$ cat src/rtl/dmem_access_ctrl.sv
// dmem_access_ctrl: MEM-stage load/store sequencer (IDLE -> REQ -> WAIT -> DONE).
// Define DMEM_TIMEOUT_EN to add a bus-timeout watchdog that ends stuck accesses with bus_err_o.
package core;
  typedef enum logic [3:0] {
    MEM_NOP = 4'b0000,
    SB      = 4'b0001,
    SH      = 4'b0010,
    SW      = 4'b0011,
    LB      = 4'b1001,
    LH      = 4'b1010,
    LW      = 4'b1011,
    LBU     = 4'b1101,
    LHU     = 4'b1110
  } mem_op_t;
endpackage

module dmem_access_ctrl #(
  parameter int unsigned TIMEOUT_CYCLES = 16
) (
  input  logic         clk_i,
  input  logic         rst_i,
  input  logic         req_valid_i,
  input  core::mem_op_t mem_op_i,
  input  logic [31:0]  addr_i,
  input  logic [31:0]  wdata_i,
  output logic         stall_o,
  output logic         done_o,
  output logic [31:0]  rd_res_o,
  output logic         misaligned_o,
  output logic         bus_err_o,
  output logic         dmem_req_o,
  output logic         dmem_we_o,
  output logic [3:0]   dmem_be_o,
  output logic [31:0]  dmem_addr_o,
  output logic [31:0]  dmem_wdata_o,
  input  logic         dmem_gnt_i,
  input  logic         dmem_rvalid_i,
  input  logic [31:0]  dmem_rdata_i
);

  if (TIMEOUT_CYCLES < 1) begin : g_param_chk
    $error("TIMEOUT_CYCLES must be at least 1");
  end

  typedef enum logic [1:0] {S_IDLE, S_REQ, S_WAIT, S_DONE} state_e;

  state_e        state_q, state_d;
  core::mem_op_t op_q, op_d;
  logic [31:0]   addr_q, addr_d;
  logic [31:0]   wdata_q, wdata_d;
  logic [31:0]   rd_res_q, rd_res_d;
  logic          mis_q, mis_d;

  logic          accept;
  logic          timeout;
  logic          in_mis;
  logic [3:0]    op_in_bits;
  logic [3:0]    op_bits;
  logic [31:0]   lane;
  logic [31:0]   load_val;

  // op encoding: [3] load, [2] zero-extend, [1:0] size (01 byte, 10 half, 11 word)
  assign op_in_bits = mem_op_i;
  assign op_bits    = op_q;

  always_comb begin
    in_mis = 1'b0;
    if (op_in_bits[1:0] == 2'b10)      in_mis = addr_i[0];
    else if (op_in_bits[1:0] == 2'b11) in_mis = (addr_i[1:0] != 2'b00);
  end

  assign lane = dmem_rdata_i >> {addr_q[1:0], 3'b000};

  always_comb begin
    load_val = dmem_rdata_i;
    case (op_q)
      core::LB:  load_val = {{24{lane[7]}}, lane[7:0]};
      core::LBU: load_val = {24'h0, lane[7:0]};
      core::LH:  load_val = {{16{lane[15]}}, lane[15:0]};
      core::LHU: load_val = {16'h0, lane[15:0]};
      default:   load_val = dmem_rdata_i;
    endcase
  end

  always_ff @(posedge clk_i) begin
    if (rst_i) begin
      state_q  <= S_IDLE;
      op_q     <= core::MEM_NOP;
      addr_q   <= '0;
      wdata_q  <= '0;
      rd_res_q <= '0;
      mis_q    <= 1'b0;
    end else begin
      state_q  <= state_d;
      op_q     <= op_d;
      addr_q   <= addr_d;
      wdata_q  <= wdata_d;
      rd_res_q <= rd_res_d;
      mis_q    <= mis_d;
    end
  end

  always_comb begin
    state_d  = state_q;
    op_d     = op_q;
    addr_d   = addr_q;
    wdata_d  = wdata_q;
    rd_res_d = rd_res_q;
    mis_d    = mis_q;
    stall_o  = 1'b0;
    accept   = 1'b0;
    unique case (state_q)
      S_IDLE: begin
        if (req_valid_i && (mem_op_i != core::MEM_NOP)) begin
          accept  = 1'b1;
          stall_o = 1'b1;
          op_d    = mem_op_i;
          addr_d  = addr_i;
          wdata_d = wdata_i;
          mis_d   = in_mis;
          state_d = in_mis ? S_DONE : S_REQ;
        end
      end
      S_REQ: begin
        stall_o = 1'b1;
        if (dmem_gnt_i)   state_d = op_bits[3] ? S_WAIT : S_DONE;
        else if (timeout) state_d = S_DONE;
      end
      S_WAIT: begin
        stall_o = 1'b1;
        if (dmem_rvalid_i) begin
          rd_res_d = load_val;
          state_d  = S_DONE;
        end else if (timeout) begin
          state_d  = S_DONE;
        end
      end
      S_DONE: begin
        mis_d   = 1'b0;
        state_d = S_IDLE;
      end
    endcase
  end

`ifdef DMEM_TIMEOUT_EN
  localparam int unsigned CW = $clog2(TIMEOUT_CYCLES + 1);
  localparam logic [CW-1:0] CNT_LAST = CW'(TIMEOUT_CYCLES - 1);
  localparam logic [CW-1:0] CNT_MAX  = CW'(TIMEOUT_CYCLES);

  logic [CW-1:0] cnt_q, cnt_d;
  logic          berr_q, berr_d;

  // cycles in REQ and WAIT share one budget; saturate so a late grant cannot wrap it
  assign timeout = (cnt_q >= CNT_LAST);

  always_ff @(posedge clk_i) begin
    if (rst_i) begin
      cnt_q  <= '0;
      berr_q <= 1'b0;
    end else begin
      cnt_q  <= cnt_d;
      berr_q <= berr_d;
    end
  end

  always_comb begin
    cnt_d  = cnt_q;
    berr_d = berr_q;
    if (accept) begin
      cnt_d  = '0;
      berr_d = 1'b0;
    end else if (state_q == S_DONE) begin
      berr_d = 1'b0;
    end else if ((state_q == S_REQ) || (state_q == S_WAIT)) begin
      if (cnt_q < CNT_MAX) cnt_d = cnt_q + 1'b1;
      if (((state_q == S_REQ) && !dmem_gnt_i && timeout) ||
          ((state_q == S_WAIT) && !dmem_rvalid_i && timeout))
        berr_d = 1'b1;
    end
  end

  assign bus_err_o = berr_q;
`else
  assign timeout   = 1'b0;
  assign bus_err_o = 1'b0;
`endif

  assign done_o       = (state_q == S_DONE);
  assign misaligned_o = mis_q;
  assign rd_res_o     = rd_res_q;
  assign dmem_req_o   = (state_q == S_REQ);
  assign dmem_we_o    = (op_q != core::MEM_NOP) && !op_bits[3];
  assign dmem_addr_o  = {addr_q[31:2], 2'b00};

  always_comb begin
    dmem_be_o    = 4'b0000;
    dmem_wdata_o = wdata_q;
    unique case (op_bits[1:0])
      2'b01: begin
        dmem_be_o    = 4'b0001 << addr_q[1:0];
        dmem_wdata_o = {4{wdata_q[7:0]}};
      end
      2'b10: begin
        dmem_be_o    = 4'b0011 << addr_q[1:0];
        dmem_wdata_o = {2{wdata_q[15:0]}};
      end
      2'b11:   dmem_be_o = 4'b1111;
      default: dmem_be_o = 4'b0000;
    endcase
  end

endmodule

$ cat config.mk
export PLATFORM = sky130hd
export DESIGN_NAME = dmem_access_ctrl
export DESIGN_NICKNAME = d
export VERILOG_FILES = /design/src/rtl/dmem_access_ctrl.sv
export SDC_FILE = /design/constraint.sdc
export NUM_CORES = 1
export LEC_CHECK = 0
export CORE_MARGIN = 2
export CORE_UTILIZATION = 44
export CTS_CLUSTER_SIZE = 20
export DETAILED_ROUTE_END_ITERATION = 16
export GPL_ROUTABILITY_DRIVEN = 0
export PLACE_DENSITY = 0.93
export SKIP_LAST_GASP = 1
export SYNTH_ARGS = -nofsm -noshare
export SYNTH_HDL_FRONTEND = slang
export SYNTH_SLANG_ARGS = --single-unit
$ cat constraint.sdc
create_clock -name clk_i -period 2.42 [get_ports clk_i]
set_input_delay 0.242 -clock clk_i [delete_from_list [all_inputs] [get_ports clk_i]]
set_output_delay 0.242 -clock clk_i [all_outputs]
set_load 0.005 [all_outputs]
==> flow_metrics.py, run 1 <==
metrics = {
    "setup_path": {
        "cp-start-kind": "flip-flop",
        "critPathRequiredTime_ns": 2.18,
        "crit_slowest_cell": "clkdlybuf4s50_1",
        "critPathCaptureType": "primary output",
        "slowest_delay_ns": 0.53,
        "path_max_fanout": 25,
        "r2r_slack_ns": 0.45,
        "cp_cell_sequence": "inv_2, ha_4, buf_12, nand2_1, o22ai_1, clkdlybuf4s50_1",
        "critical_path_class": "reg -> out",
        "crit_buf_inv": 3,
        "arrival_ns": 2.06,
        "crit_family": "buffers and inverters",
    },
    "floorplanning": {
        "io_pins": 211,
        "die_width_um": 112,
        "core-area_um2": 11400,
        "die_h_um": 112,
        "die-area_um2": 12600,
        "start_util": 0.452,
        "placementRows": 39,
    },
    "drt": {
        "first_iter_violations": 520,
        "drc": 0,
        "vias_per_cell": 5.39,
        "wirelength_um": 15900,
        "drt.antenna.violating_nets": 0,
        "routed-via-count": 5284,
        "wl_per_cell_um": 16.3,
        "first_pass_iters": 7,
    },
    "clock_tree": {
        "insertion_delay_ns": 0.35,
        "htree_num_levels": 3,
        "cts_tree": "built",
        "cts.sinks": 103,
        "root_buffer": "clkbuf_16",
        "hold_buffers": 0,
        "numCtsBuffers": 9,
        "clkTransAtPathRegs_ns": 0.07,
        "cts_buffer_depth": 2,
    },
    "power_and_ir_drop": {
        "vdd_drop_max_v": 0.000740,
        "clkPwrFrac": 0.254,
        "seqPwrFrac": 0.357,
        "p_switching_mw": 2.00,
        "power_report.internal_total_mw": 4.09,
        "p_sw_frac": 0.329,
        "p_leak_nw": 2.66,
        "combPwrFrac": 0.388,
        "p_per_area_nw_per_um2": 820,
    },
    "synthesis": {
        "seq_area_frac_synth": 0.400,
        "synthDistinctLibCells": 41,
        "synth_top_area_frac": 0.400,
        "synth-adder-area-share": 0.0218,
        "ys_warn_count": 0,
        "syn_avg_cell_area_um2": 7.51,
        "syn_inst": 687,
        "synth_edf_count": 0,
        "synth_top_area_cell": "dfxtp_1",
        "synth_area_um2": 5160,
        "synth_top_family_by_area": "compound AO/OA/AOI/OAI gates",
        "ys_ff_latch": 103,
        "synth-async-reset-ratio": 0,
        "yosys.area_share.simple": 0.203,
        "synthFlopType": "dfxtp_1",
        "synth_mux_area_frac": 0.0214,
        "synth_compound_area_frac": 0.232,
        "yosys-top-cells-area": "dfxtp_1 40%, nand2_1 12%, a21oi_1 9.5%, buf_4 6.7%, nor2_1 5.1%",
        "synth_xor_area_frac": 0,
    },
    "timing": {
        "setup_tns_ns": 0,
        "rsz0062_at_grt": "yes",
        "fin_crit_sh": 0.952,
        "finalCriticalPeriod_ns": 2.30,
        "hold_violations": 0,
        "skew_ns": 0.00384,
        "tightest_slew_ns": 0.587,
        "slew_viol_final": 0,
        "setup_viol": 0,
        "maxSlewHeadroom": 0.608,
        "fin_hold_ws_ns": 0.350,
        "max_freq_mhz": 434,
    },
    "final_layout": {
        "final_util": 0.651,
        "syn_to_final_growth_pct": 44.2,
        "stdcell_count": 980,
        "fillers": 954,
        "final_layout_size_suffix_gt1_frac": 0.0621,
        "final_nets": 946,
        "antenna_cells": 0,
    },
    "global_route": {
        "grtUsageTotal": 0.245,
        "grt_max_degree": 69,
        "grt-busiest-layer": "met2",
        "grt_pass1_wl_um": 24900,
        "use_met2": 0.394,
        "grt_pass1_vias": 4812,
        "antenna_found_initial": 0,
        "grt_overflow_total": 0,
        "met1_usage": 0.306,
        "met3_usage": 0.0875,
    },
    "placement": {
        "dp_cells": 963,
        "io_buffer_count": 207,
        "dp_hpwl_um": 11400,
    },
    "outcome": {
        "status": "finished clean",
    },
    "run": {
        "maxCapViolCount": 0,
    },
    "hold_path": {
        "hold_class": "in -> reg",
    },
}
worst paths after layout:
path,from,to,cells after the start
min,rst_i,wdata_q[23]$_SDFFE_PP0P_,2
min reg2reg,addr_q[15]$_SDFFE_PP0P_,addr_q[15]$_SDFFE_PP0P_,2
max,op_bits[0]$_SDFFE_PP0P_,dmem_wdata_o[22],6
max reg2reg,addr_q[1]$_SDFFE_PP0P_,rd_res_o[30]$_SDFFE_PP0P_,6
per-stage QoR:
stage	total power, mW	area [um^2]	worst slack, ns
after CTS	6.09	7400	0.00300
after floorplan	3.50	5160	0.649
after global placement	4.45	7040	0.245
final	6.09	7430	0.116
after global routing	6.44	7430	-0.00555
after detailed placement	4.51	7040	0.164
repair_timing:
action	4_1_cts	5_1_grt
setup buffers	0	1
setup endpoints to repair	28	26
gates resized for setup	11	10
pin swaps	0	1
gates cloned	0	0
registers in the layout (all words and copies together), names as in the netlist:
register,count
op_bits,4
addr_q,32
misaligned_o,1
wdata_q,32
rd_res_o,32
state_q,2
routing by layer:
layer	part of all wire	vias to the layer above
li1	-	2573
met1	0.40	2421
met2	0.47	259
met3	0.097	31
met4	0.026	0
met5	0	-
cells in the final DEF, fill, tap and decap left out, drive strengths merged, types with 2 or more instances in the layout:
| cell type | instances |
|---|---|
| nand2b | 2 |
| a2111oi | 7 |
| a31oi | 4 |
| clkdlybuf4s50 | 202 |
| nand4b | 2 |
| nand3 | 9 |
| bufinv | 2 |
| dfxtp | 103 |
| o21ai | 18 |
| and2 | 11 |
| a22oi | 8 |
| o22ai | 10 |
| clkbuf | 10 |
| nor3 | 2 |
| nand2 | 158 |
| nor2 | 70 |
| clkinvlp | 2 |
| a211oi | 25 |
| mux2i | 11 |
| dlymetal6s2s | 4 |
| a21oi | 98 |
| a22o | 8 |
| clkinv | 2 |
| inv | 19 |
| buf | 19 |
| ha | 9 |
| conb | 3 |
| o2bb2ai | 7 |
synth_stat cells (9+ instances only):
cell type / instances
inv_1: 19
a21oi_1: 98
dfxtp_1: 103
nand2_1: 158
o22ai_1: 10
mux2i_1: 11
nand3_1: 9
ha_1: 9
nor2_1: 70
buf_4: 46
clkbuf_1: 25
o21ai_0: 15
buf_2: 17
a211oi_1: 25
and2_1: 11
logic make-up after synthesis:
logic type / Yosys count
flops: 103
fa+ha+maj: 9
compound gates: 192
buf+inv: 112
simple gates: 259
other cells: 1
mux: 11
power groups by stage:
stage	combinational (mW)	clock, mW	sequential [mW]
global placement	2.26	0	2.19
detailed placement	2.30	0	2.20
global route	2.59	1.64	2.21
floorplan	1.35	0	2.15
finish	2.37	1.55	2.18
CTS	2.35	1.57	2.17
final cells by class:
cell class	instances	area, um^2	share of cell area
clock inverter	6	85.1	0.0114
tap	143	179	0.0241
sequential	103	2060	0.278
clock buffer	10	229	0.0308
timing repair buffer	225	2280	0.306
inverter	19	71.3	0.00959
multi-input combinational	474	2530	0.340
Note: power is estimated with default switching activity, not from simulation.
==> inputs of run 2 (changes only) <==
- CAP_MARGIN: not set -> 20
- CTS_CLUSTER_DIAMETER: not set -> 120
==> results of run 2 <==
The final DEF is identical to that of run 1; final timing and power are the same.
